`src/rtl/timer_cmp_ctrl.sv`:
```
// Timer counter, prescaler and compare-match unit with sticky interrupt status.
// Optional debug halt support is built when TIMER_HALT_EN is defined.
module timer_cmp_ctrl #(
  parameter int CNT_W   = 64,
  parameter int DIV_W   = 4,
  parameter int DIV_MAX = 8
) (
  input  logic               clk,
  input  logic               rst_n,
  input  logic               timer_en,
  input  logic               div_en,
  input  logic [DIV_W-1:0]   div_val,
  input  logic               int_en,
  input  logic [CNT_W-1:0]   cmp_val,
  input  logic               cmp_wr_lo,
  input  logic               cmp_wr_hi,
  input  logic               cnt_wr_lo,
  input  logic               cnt_wr_hi,
  input  logic [CNT_W/2-1:0] wr_data,
  input  logic               int_clr,
  input  logic               halt_req,
  output logic [CNT_W-1:0]   cnt_val,
  output logic               int_st,
  output logic               tim_int,
  output logic               cmp_armed,
  output logic               halt_ack
);

  localparam int HW = CNT_W / 2;
  localparam logic [DIV_W-1:0] DIV_MAX_V = DIV_W'(DIV_MAX);

  localparam logic [1:0] ARMED   = 2'd0;
  localparam logic [1:0] LO_PEND = 2'd1;
  localparam logic [1:0] HI_PEND = 2'd2;

  logic             halted;
  logic [DIV_W-1:0] presc;
  logic             div_ok;
  logic             tick;
  logic             load;
  logic             inc;
  logic [1:0]       state;
  logic [1:0]       state_nxt;
  logic             match;

`ifdef TIMER_HALT_EN
  logic halt_ack_q;

  assign halted = halt_req;

  always_ff @(posedge clk or negedge rst_n) begin
    if (!rst_n) halt_ack_q <= 1'b0;
    else        halt_ack_q <= halt_req;
  end

  assign halt_ack = halt_ack_q;
`else
  logic unused_halt;

  assign unused_halt = halt_req;
  assign halted      = 1'b0;
  assign halt_ack    = 1'b0;
`endif

  // Out-of-range divider selects stop ticking entirely rather than wrapping.
  assign div_ok = (div_val <= DIV_MAX_V);
  assign tick   = !div_en || (div_ok && (presc == div_val));
  assign load   = cnt_wr_lo || cnt_wr_hi;
  assign inc    = timer_en && !halted && tick;

  always_ff @(posedge clk or negedge rst_n) begin
    if (!rst_n) begin
      presc <= '0;
    end else if (!timer_en || halted || load || !div_en) begin
      presc <= '0;
    end else if (div_ok) begin
      presc <= tick ? '0 : presc + DIV_W'(1);
    end
  end

  always_ff @(posedge clk or negedge rst_n) begin
    if (!rst_n) begin
      cnt_val <= '0;
    end else if (load) begin
      if (cnt_wr_lo) cnt_val[HW-1:0]     <= wr_data;
      if (cnt_wr_hi) cnt_val[CNT_W-1:HW] <= wr_data;
    end else if (inc) begin
      cnt_val <= cnt_val + CNT_W'(1);
    end
  end

  // A half-written compare value disarms matching until the other half lands.
  always_comb begin
    state_nxt = state;
    case (state)
      ARMED: begin
        if (cmp_wr_lo && !cmp_wr_hi)      state_nxt = LO_PEND;
        else if (cmp_wr_hi && !cmp_wr_lo) state_nxt = HI_PEND;
      end
      LO_PEND: if (cmp_wr_hi) state_nxt = ARMED;
      HI_PEND: if (cmp_wr_lo) state_nxt = ARMED;
      default: state_nxt = ARMED;
    endcase
  end

  always_ff @(posedge clk or negedge rst_n) begin
    if (!rst_n) state <= ARMED;
    else        state <= state_nxt;
  end

  assign cmp_armed = (state == ARMED);
  assign match     = cmp_armed && !cmp_wr_lo && !cmp_wr_hi && (cnt_val == cmp_val);

  always_ff @(posedge clk or negedge rst_n) begin
    if (!rst_n) int_st <= 1'b0;
    else        int_st <= match || (int_st && !int_clr);
  end

  assign tim_int = int_st && int_en;

endmodule

```
`config.mk`:
```
export PLATFORM = sky130hd
export DESIGN_NAME = timer_cmp_ctrl
export DESIGN_NICKNAME = d
export VERILOG_FILES = /design/src/rtl/timer_cmp_ctrl.sv
export SDC_FILE = /design/constraint.sdc
export NUM_CORES = 1
export LEC_CHECK = 0
export CAP_MARGIN = 10
export CORE_MARGIN = 2
export CORE_UTILIZATION = 25
export CTS_CLUSTER_DIAMETER = 150
export CTS_CLUSTER_SIZE = 25
export DETAILED_ROUTE_END_ITERATION = 12
export PLACE_DENSITY_LB_ADDON = 0.2
export SLEW_MARGIN = 20
export SYNTH_ARGS = -nofsm -noshare
export SYNTH_HDL_FRONTEND = slang
export SYNTH_SLANG_ARGS = --single-unit
export TNS_END_PERCENT = 5
```
`constraint.sdc`:
```
create_clock -name clk -period 4.9 [get_ports clk]
set_clock_uncertainty 0.2 [all_clocks]
set_input_delay 0.98 -clock clk [delete_from_list [all_inputs] [get_ports clk]]
set_output_delay 0.98 -clock clk [all_outputs]
set_load 0.03 [all_outputs]
```
# Word-level counts from Yosys, hierarchy flattened

Cells that the tools add are included.

Flip-flop bits (word level): 71
Input bits: 111
Logic and storage cells: 54

Add/sub/neg operators: 2
Order comparisons: 1
Equal/unequal tests: 9
Muxes and demuxes: 12
Reductions and logical operators: 25

Operators with widths:

| operator                | number |
|---|---|
| $mux W64                | 2 |
| $add A64 B1 Y64 const B | 1 |
| $eq A64 B64 Y1          | 1 |
| $mux W32                | 2 |
| $mux W4                 | 3 |
| $logic_and A1 B1 Y1     | 9 |
| $mux W2                 | 4 |
| $ne A2 B2 Y1 const B    | 4 |
| $pmux W2 S3             | 1 |
| $logic_not A1 Y1        | 5 |
| $logic_or A1 B1 Y1      | 5 |
| $add A4 B1 Y4 const B   | 1 |
| $eq A4 B4 Y1            | 1 |
| $le A4 B4 Y1 const B    | 1 |
| $reduce_and A2 Y1       | 2 |
| $reduce_bool A2 Y1      | 2 |
| $ne A3 B1 Y1 const B    | 1 |
| $reduce_and A3 Y1       | 1 |
| $eq A2 B1 Y1 const B    | 1 |
| $eq A2 B2 Y1 const B    | 1 |
| $logic_not A2 Y1        | 1 |

# Logic depth before layout (Yosys ltp)

Gate-level depths: netlist (run 1).

Depth in word-level cells: 6
Depth in mapped cells: 8
Gate-level depth less buffers: 7

# Least setup slack after synthesis (run 1)

OpenSTA, ideal clock, no wires.

Path type: input -> register
Start point: in div_val[0]
End point: reg cnt_val[23]
Library setup time: 129 ps
Data arrival time: 2878 ps
Data required time: 4571 ps
Setup slack: 1693 ps
Stages on the path: 6
Buffers on the path: 0
Cells stage by stage: or3_4 o31a_4 a2111o_1 or4_1 mux2i_1 o21ai_1

Longest elaborated chain between the ends: 6
Elaborated cells on any way between the ends: 7
Classes of those cells: order compare: 1; eq/ne: 1; reduce/logical: 5

Ends and longest elaborated chain:

| item                                         | line   | text |
|---|---|---|
| start: declaration                           | 12     | `input logic [DIV_W-1:0] div_val,` |
| $le A4 B4 Y1 or $eq A4 B4 Y1 (tied branches) | 66, 67 |  |
| $logic_and A1 B1 Y1 *                        | 67     | `assign tick = !div_en \|\| (div_ok && (presc == div_val));` |
| $logic_or A1 B1 Y1 *                         | 67     |  |
| $logic_and A1 B1 Y1 *                        | 69     | `assign inc = timer_en && !halted && tick;` |
| $reduce_bool A2 Y1 (no source line) *        | --     |  |
| $reduce_and A2 Y1 (no source line) *         | --     |  |
| end signal: indexed assignment               | 85     | `if (cnt_wr_lo) cnt_val[HW-1:0] <= wr_data;` |
| end signal: indexed assignment               | 86     | `if (cnt_wr_hi) cnt_val[CNT_W-1:HW] <= wr_data;` |
| end signal: assignment                       | 88     | `cnt_val <= cnt_val + CNT_W'(1);` |
| end: declaration                             | 22     | `output logic [CNT_W-1:0] cnt_val,` |

Mark *: on every way between the ends. The rest lies on a longest branch, timed or not.
A chain may end at the register's enable or synchronous reset.

# Worst setup path after layout (run 1)

Start point: in div_val[0]
End point: reg cnt_val[24]

Same word-level chain as after synthesis.

==> results of run 1 <==
==> power by group through the flow <==
stage                     clock network [mW]  logic (mW)  registers, mW
after floorplan                            0       0.264          0.843
after global placement                     0       0.690          0.796
after global routing                   0.642       0.740          0.799
final                                  0.612       0.698          0.789
after detailed placement                   0       0.690          0.796
after CTS                              0.615       0.694          0.786
==> cell families (layout without fill, tap and decap cells) <==
group | after synthesis | in the layout | synth area share
other | 1 | 1 | 0.0006985
AND/OR/NAND/NOR | 281 | 281 | 0.2708
multiplexers | 4 | 4 | 0.007691
AO/OA/AOI/OAI | 175 | 175 | 0.2258
XOR/XNOR | 70 | 70 | 0.1142
adder cells (fa/ha/maj) | 2 | 2 | 0.004660
buffers and inverters | 61 | 218 | 0.04521
flip-flops | 71 | 71 | 0.3309
==> path summary, 6_finish.rpt <==
check | endpoint | slack [ns] | cells after the start
max | cnt_val[24]$_DFFE_PN0P_ | 1.22 | 7
min | state[0]$_DFFE_PN0P_ | 0.29 | 1
max reg2reg | cnt_val[51]$_DFFE_PN0P_ | 1.49 | 6
min reg2reg | state[0]$_DFFE_PN0P_ | 0.29 | 1
max in group asynchronous | state[1]$_DFFE_PN0P_ | 3.58 | 2
min in group asynchronous | cnt_val[13]$_DFFE_PN0P_ | 0.34 | 1
==> stage by stage <==
stage	power, mW	hold slack (ns)	cells
global route	2.181	0.3065	1097
global placement	1.486	0.2748	1083
detailed placement	1.487	0.2790	1083
finish	2.099	0.2860	1097
CTS	2.096	0.2862	1096
floorplan	1.107	0.2497	665
==> area by class of cell <==
class	count	area, sq um	area share
Clock buffer	11	242.7	0.03164
Clock inverter	2	10.01	0.001305
Inverter	18	67.56	0.008808
Multi-Input combinational cell	533	3361	0.4381
Sequential cell	71	1777	0.2316
Tap cell	275	344.1	0.04485
Timing Repair Buffer	187	1869	0.2437
==> state kept, by name, indices dropped and copies added (netlist names) <==
name and cells:
cnt_val 64, presc 4, state 2, int_st 1
==> critical path, cell delays in order <==
cell,delay (ns)
clkdlybuf4s50_1,0.44
or3_4,0.43
o31a_4,0.32
a2111o_1,0.65
buf_4,0.26
nand2_1,0.42
a22oi_1,0.17
==> routing by layer <==
layer / up-vias / global-route usage / share of wire
met3: 53 / 0.03424 / 0.087
met2: 355 / 0.3545 / 0.46
met4: 2 / 0.09575 / 0.037
li1: 2801 / - / -
met5: - / 0 / 0.00057
met1: 2955 / 0.3093 / 0.42
==> cell usage in the layout (no fill, tap or decap), types with 10 or more instances in the layout <==
master / instances
clkdlybuf4s50_1: 174
dfrtp_1: 71
nand2_1: 63
nor2_1: 62
a21oi_1: 45
nand4_1: 37
xnor2_1: 35
xor2_1: 35
nand3_1: 34
o21ai_0: 24
o22ai_1: 21
nor4_1: 17
inv_1: 17
nor3_1: 15
and4_1: 10
buf_4: 10
==> synthesized netlist by cell type (7+ instances only) <==
library cell,number
a211oi_1,8
a21oi_1,45
a22oi_1,8
a311oi_1,9
and4_1,10
buf_2,7
clkbuf_1,33
dfrtp_1,71
inv_1,17
nand2_1,63
nand3_1,34
nand4_1,37
nor2_1,63
nor3_1,15
nor4_1,17
o21ai_0,24
o22ai_1,21
or2_2,7
xnor2_1,35
xor2_1,35
==> results_dict.tcl, run 1 <==
set metrics [dict create \
    outcome "finished clean" \
    die_y_um 150.5 \
    power_density_nw_per_um2 273.7 \
    synth_largest_area_cell "dfrtp_1" \
    synth_seq_cells 71 \
    syn_nets 778 \
    hp-start "state[1]$_DFFE_PN0P_" \
    drive_gt1_frac 0.05961 \
    swShare 0.3808 \
    critPathMaxFanout 12 \
    start_kind "input pin" \
    coreArea_sq_um 21020 \
    setup_tns_ns 0 \
    slew_headroom 0.3087 \
    fin_area_sq_um 7671 \
    syn_avg_cell_area_sq_um 8.074 \
    slew_violations 0 \
    synth-edff-count 0 \
    postCtsHoldBufs 0 \
    post-cts-setup-buffers 0 \
    hp-class "flop to flop" \
    grt_max_degree 72 \
    vdd.ir_drop.worst_mv 0.1281 \
    start_util 0.2554 \
    worst_pin_slew_ns 1.037 \
    synthFlopType "dfrtp_1" \
    fin_ws_ns 1.215 \
    die-width_um 150.5 \
    nFillCells 2163 \
    dp_slack_ns 0.8765 \
    internal_power_mw 1.300 \
    syn_inst 665 \
    setup.worst_path.class "input pin to flop" \
    combinationalPowerShare 0.333 \
    layout.nets 933 \
    fmax_mhz 271.4 \
    insertedDiodeCount 0 \
    vias_per_cell 5.621 \
    worstReg2RegStart "cnt_val[17]$_DFFE_PN0P_" \
    period_needed_ns 3.685 \
    wl_per_cell_um 23.87 \
    netlist.area_leader.share 0.3309 \
    totalWireLength_um 26190 \
    clkSinkCount 71 \
    cts_made_buffers 9 \
    cts.reportedPaths.clkPinSlew_ns 0.06 \
    seq_area_frac_synth 0.3309 \
    sequentialPowerShare 0.376 \
    cts_max_level 3 \
    critPathCaptureType "flop" \
    finalSetupViolations 0 \
    cts_buffer_depth 2 \
    required_ns 4.89 \
    p_sw_mw 0.7995 \
    cts_repair_resize_count 0 \
    finalCritPeriodShare 0.7520 \
    finalHoldViolCount 0 \
    synthToLayoutAreaGrowth_pct 42.88 \
    drtIter0Drc 619 \
    placed_cell_area_sq_um 7391 \
    antenna_found_initial 2 \
    rsz0062_at_grt "false" \
    fin_util 0.3649 \
    clock_power_share 0.291 \
    synth.distinct_cells 72 \
    io_buffers 176 \
    clockRootBuffer "clkbuf_16" \
    grt_pass1_vias 5685 \
    grt_pass1_wl_um 37260 \
    rows 53 \
    maxCapViolations 0 \
    cellLeakagePower_nw 2.727 \
    tritoncts "built" \
    postRouteAntennaNets 0 \
    synthTopCellsByArea "dfrtp_1 (33%), xnor2_1 (5.7%), xor2_1 (5.7%)" \
    place.gp.congestion 0.9237 \
    dp_hpwl_um 19970 \
    cp.arrival_ns 3.68 \
    track_usage 0.2262 \
    ios 179 \
    drc 0 \
    cp-startpoint "div_val[0]" \
    clk_latency_ns 0.35 \
    die_area_sq_um 22660 \
    vias 6166 \
    dr.pass1.iters 5 \
    synth_warnings 0 \
    async_flop_share 1.000 \
    syn_area_sq_um 5369 \
    overflow 0 \
]
Power figures use the tool's default switching activity.
==> run 2, diff against run 1 <==
clock period = 3.7 ns   (was 4.9 ns; I/O delays follow)
==> run 2 against run 1 <==
Compared with the run above: non-clock buffer count is 15 higher; total power grew 35%; register-to-register slack worse by 0.83 ns; flip-flop and latch count stayed put; die area unchanged; worst hold slack worse by 0.0029 ns; wire length is essentially flat; highest routed layer is now met4; via count shrank 0.18%; largest power group unchanged; sequential share of layout area is 0.39 points lower.
==> results_dict.tcl, run 2 (synthesized netlist as in run 1, its figures left out) <==
set metrics [dict create \
    swShare 0.3719 \
    insertedDiodeCount 0 \
    crit_chain "clkdlybuf4s50_1 > or3_4 > o31a_4 > a2111o_1 > buf_4 > nor2_1 > and3_1 > o32a_1" \
    ios 179 \
    cp_slowest_cell "a2111o_1" \
    cts_repair_resize_count 0 \
    maxCapViolations 0 \
    postCtsHoldBufs 0 \
    internal_power_mw 1.778 \
    drive_gt1_frac 0.07628 \
    final-seq-area_sq_um 1777 \
    combinationalPowerShare 0.332 \
    vias 6155 \
    die_y_um 150.5 \
    drc 0 \
    critPathMaxFanout 13 \
    postRouteAntennaNets 0 \
    clock_power_share 0.302 \
    start_util 0.2554 \
    cts_buffer_depth 2 \
    start_kind "input pin" \
    vias_per_cell 5.525 \
    layout_commonest_cell "clkdlybuf4s50_1" \
    critPathCaptureType "flop" \
    hp-class "flop to flop" \
    totalWireLength_um 26190 \
    vdd.ir_drop.worst_mv 0.1730 \
    clockRootBuffer "clkbuf_16" \
    clkSinkCount 71 \
    rsz0062_at_grt "false" \
    setup_tns_ns 0 \
    setup.worst_path.class "input pin to flop" \
    final_cell_mix "clkdlybuf4s50_1 (174), dfrtp_1 (71), nand2_1 (63)" \
    finalCritPeriodShare 0.8929 \
    place.gp.congestion 0.9037 \
    multi_input_area_sq_um 3361 \
    top_register "cnt_val" \
    largest_reg_flops 64 \
    grt_pass1_vias 5839 \
    fin_util 0.3711 \
    antenna_found_initial 0 \
    worst_pin_slew_ns 0.9876 \
    wl_per_cell_um 23.51 \
    slew_violations 0 \
    dr.pass1.iters 7 \
    cts_max_level 3 \
    dpl.cell_count 1099 \
    cts_made_buffers 9 \
    rows 53 \
    io_buffers 176 \
    nFillCells 2192 \
    cp.arrival_ns 3.38 \
    layoutNonFillerInstCount 1114 \
    coreArea_sq_um 21020 \
    overflow 0 \
    fin_area_sq_um 7801 \
    track_usage 0.2292 \
    finalHoldViolCount 0 \
    critPathMaxStageDelay_ns 0.53 \
    die-width_um 150.5 \
    clk_latency_ns 0.34 \
    placed_cell_area_sq_um 7523 \
    p_sw_mw 1.053 \
    sequentialPowerShare 0.367 \
    post-cts-setup-buffers 0 \
    die_area_sq_um 22660 \
    layout.nets 948 \
    dp_hpwl_um 20280 \
    period_needed_ns 3.304 \
    required_ns 3.78 \
    synthToLayoutAreaGrowth_pct 45.30 \
    top_regs "cnt_val: 64 flops, presc: 4 flops, state: 2 flops" \
    power_density_nw_per_um2 362.8 \
    slew_headroom 0.3416 \
    cts.reportedPaths.clkPinSlew_ns 0.06 \
    cellLeakagePower_nw 2.807 \
    fmax_mhz 302.7 \
    grt_max_degree 72 \
    grt_pass1_wl_um 37940 \
    tritoncts "built" \
    finalSetupViolations 0 \
    drtIter0Drc 617 \
    outcome "finished clean" \
]
-- run 2: layer usage --
metal | global-route usage | up-vias | part of all wire
met1 | 0.3140 | 2972 | 0.42
met2 | 0.3516 | 307 | 0.45
li1 | - | 2833 | -
met5 | 0 | - | 0
met3 | 0.03667 | 43 | 0.081
met4 | 0.1080 | 0 | 0.041
-- run 2: path summary, 6_finish.rpt --
| kind | from | endpoint | slack [ns] | cells past startpoint |
|---|---|---|---|---|
| min in group asynchronous | rst_n | cnt_val[15]$_DFFE_PN0P_ | 0.33 | 1 |
| hold reg to reg | state[1]$_DFFE_PN0P_ | state[0]$_DFFE_PN0P_ | 0.28 | 1 |
| hold / removal | state[1]$_DFFE_PN0P_ | state[0]$_DFFE_PN0P_ | 0.28 | 1 |
| setup / recovery | div_val[0] | cnt_val[19]$_DFFE_PN0P_ | 0.40 | 8 |
| setup reg to reg | cnt_val[0]$_DFFE_PN0P_ | cnt_val[36]$_DFFE_PN0P_ | 0.66 | 7 |
| max in group asynchronous | rst_n | presc[3]$_DFFE_PN0P_ | 2.30 | 1 |
-- run 2: power groups by stage --
stage | combinational [mW] | clock [mW] | sequential [mW]
floorplan | 0.349 | 0 | 1.12
global placement | 0.934 | 0 | 1.05
detailed placement | 0.932 | 0 | 1.05
CTS | 0.937 | 0.862 | 1.04
global route | 0.994 | 0.899 | 1.05
finish | 0.939 | 0.854 | 1.04
-- run 2: stage by stage --
| stage | hold WS [ns] | setup slack, ns | power (mW) |
|---|---|---|---|
| floorplan | 0.2444 | 0.7326 | 1.466 |
| global placement | 0.2743 | 0.1050 | 1.987 |
| detailed placement | 0.2740 | 0.08264 | 1.983 |
| CTS | 0.2814 | 0.4331 | 2.838 |
| global route | 0.3130 | 0.2871 | 2.947 |
| finish | 0.2831 | 0.3963 | 2.830 |
-- run 2: cell type report --
cell class	count	share of cell area
Multi-Input combinational cell	533	0.4308
Clock buffer	15	0.03561
Timing Repair Buffer	202	0.2531
Tap cell	275	0.04411
Sequential cell	71	0.2277
Inverter	18	0.008661
-- run 2: worst max-delay path: cells and delay by family --
kind	cells	cell delay [ns]
AOI/OAI and AO/OA	3	0.98
and+or+nand+nor	3	0.97
buffers and inverters	2	0.67
==> patch, RTL diff (config.mk and constraints of run 1) <==
Register the inputs `div_en` and `div_val` before use. The logic sees them one clock later. The other inputs are not delayed to match.
--- a/src/rtl/timer_cmp_ctrl.sv
+++ b/src/rtl/timer_cmp_ctrl.sv
@@ -33,6 +33,14 @@
   localparam logic [1:0] LO_PEND = 2'd1;
   localparam logic [1:0] HI_PEND = 2'd2;
 
+  logic div_en_q;
+  logic [DIV_W-1:0] div_val_q;
+
+  always_ff @(posedge clk) begin
+    div_en_q  <= div_en;
+    div_val_q <= div_val;
+  end
+
   logic             halted;
   logic [DIV_W-1:0] presc;
   logic             div_ok;
@@ -63,15 +71,15 @@
 `endif
 
   // Out-of-range divider selects stop ticking entirely rather than wrapping.
-  assign div_ok = (div_val <= DIV_MAX_V);
-  assign tick   = !div_en || (div_ok && (presc == div_val));
+  assign div_ok = (div_val_q <= DIV_MAX_V);
+  assign tick   = !div_en_q || (div_ok && (presc == div_val_q));
   assign load   = cnt_wr_lo || cnt_wr_hi;
   assign inc    = timer_en && !halted && tick;
 
   always_ff @(posedge clk or negedge rst_n) begin
     if (!rst_n) begin
       presc <= '0;
-    end else if (!timer_en || halted || load || !div_en) begin
+    end else if (!timer_en || halted || load || !div_en_q) begin
       presc <= '0;
     end else if (div_ok) begin
       presc <= tick ? '0 : presc + DIV_W'(1);
Formal check against the unedited RTL: not equivalent (Yosys sat finds a counterexample within 4 cycles, from zero or initial values and one cycle with rst_n low).
==> patch against run 1 <==
  * Maximum frequency rose by 9.1%
  * Area after synthesis increased by 13%
  * Global-route usage fell by 0.58 points
  * Critical path depth shrank 4
  * Sequential cell count is 5 higher
  * Total power up 17%
  * Utilization is 0.87 points lower
  * Worst setup slack better by 0.31 ns
  * Design area up 9.6%
  * Routed wire length increased by 9.4%
  * Critical path type is now input pin to output port
  * Largest power group unchanged
==> patch: results (changes against run 1) <==
| Metric | Value |
|---|---|
| Status | `complete, no violations` |
| Initial DRC count | `674 (+8.9%)` |
| Worst Path Arrival | `2.20 ns (-1.48 ns)` |
| Post-DR wirelength/cell | `23.8 um (-0.20%)` |
| GPL Wtd Cong | `0.939 (+1.6%)` |
| Vias in the first global route | `6657 (+17%)` |
| Post-DP HPWL | `21.5 mm (+7.7%)` |
| Register area share after synthesis | `31.0% (-2.1 points)` |
| Crit Path Max Fanout | `1 (-11)` |
| Vias/cell | `5.73 (+2.0%)` |
| Leakage | `2.90 nW (+6.4%)` |
| Placed insts | `1186 (+9.5%)` |
| Share of layout cells above drive strength 1 | `5.66% (-0.30 points)` |
| GRT Total Usage | `22.0% (-0.58 points)` |
| Max cap viols | `0 (unchanged)` |
| Cell variety after synth | `77 (+6.9%)` |
| First-pass GRT wire length | `42.7 mm (+15%)` |
| Fraction of registers with async set/reset | `93.4% (-6.6 points)` |
| Initial antenna violation count | `0 (-2)` |
| Worst VDD drop | `0.164 mV (+28%)` |
| Nets | `992 (+6.3%)` |
| Fin. Hold Viols | `0 (unchanged)` |
| Largest regs | `cnt_val (64), div_val_q (4), presc (4)` |
| Synth area leaders | `dfrtp_1 (29%), xnor2_1 (7.2%), nand4_1 (6.5%), nor2_1 (3.4%), nand2_1 (3.2%)` |
| Top cells by count, synth | `dfrtp_1 (71), nand4_1 (63), nor2_1 (55)` |
| Total number of vias | `6898 (+12%)` |
| Pre-CTS WS | `1.38 ns (+0.500 ns)` |
==> patch: changes by cell type after synthesis, sizes merged, moves of 7 or more <==
cell    before  now
xor2        35   12
xnor2       35   50
a21oi       45   17
inv         18   27
nor2        63   55
and3         6   14
nor4        18   26
buf          9   25
o41ai        2    9
nand4       38   64
nand2       63   52
nand2b       2   12
==> patch: layout make-up <==
class                           count  area (um2)  area share, %
Multi-Input combinational cell    574        3800           45.2
Timing Repair Buffer              190        1880           22.3
Sequential cell                    76        1880           22.3
Tap cell                          319         399           4.75
Clock buffer                        9         225           2.68
Clock inverter                      7         123           1.46
Inverter                           28         105           1.25
==> patch: kinds of logic (layout without fill, tap and decap cells) <==
group                    after synthesis  count (layout)  synth area share, %
AO/OA/AOI/OAI                        197             197                 24.9
XOR/XNOR                              62              62                 8.97
adder cells (fa/ha/maj)                2               2                0.413
buffers and inverters                 93             234                 6.36
flip-flops                            76              76                 31.0
other                                  1               1               0.0619
AND/OR/NAND/NOR                      312             312                 28.3
==> patch: path summary, 6_finish.rpt <==
check / from / endpoint / slack (ns) / cells after the start
worst max-delay path: int_en / tim_int / 1.52 / 3
worst min-delay path: state[1] / state[0] / 0.27 / 1
worst max register to register: cnt_val[1] / cnt_val[46] / 1.68 / 6
worst min register to register: state[1] / state[0] / 0.27 / 1
max in group asynchronous: rst_n / cnt_val[29] / 3.54 / 2
min in group asynchronous: rst_n / presc[0] / 0.37 / 1
==> patch: routing by layer <==
| layer | global-route usage, % | up-vias | wire [um] |
|---|---|---|---|
| met5 | 0 | - | 0 |
| met1 | 29.6 | 3335 | 12400 |
| li1 | - | 3154 | - |
| met2 | 34.3 | 364 | 13000 |
| met3 | 4.42 | 45 | 2360 |
| met4 | 9.59 | 0 | 947 |
==> patch: power by group through the flow <==
stage                     logic (W)  clock network (W)  registers, W
after floorplan            0.000365                  0      0.000890
after global placement     0.000783                  0      0.000870
after detailed placement   0.000781                  0      0.000872
after CTS                  0.000785           0.000826      0.000860
after global routing       0.000842           0.000850      0.000876
final                      0.000789           0.000814      0.000862
==> patch: stage by stage <==
stage / hold WS [ns] / utilization (%) / cell area (um2)
final: 0.271 / 35.6 / 8410
after global routing: 0.301 / 35.6 / 8410
after CTS: 0.269 / 35.5 / 8380
after detailed placement: 0.258 / 34.0 / 8040
after global placement: 0.253 / 34.0 / 8040
after floorplan: 0.231 / - / 6060
==> patch: critical path: stages <==
cell             delay (ns)
clkdlybuf4s50_1        0.45
and2_1                 0.11
clkdlybuf4s50_1        0.66
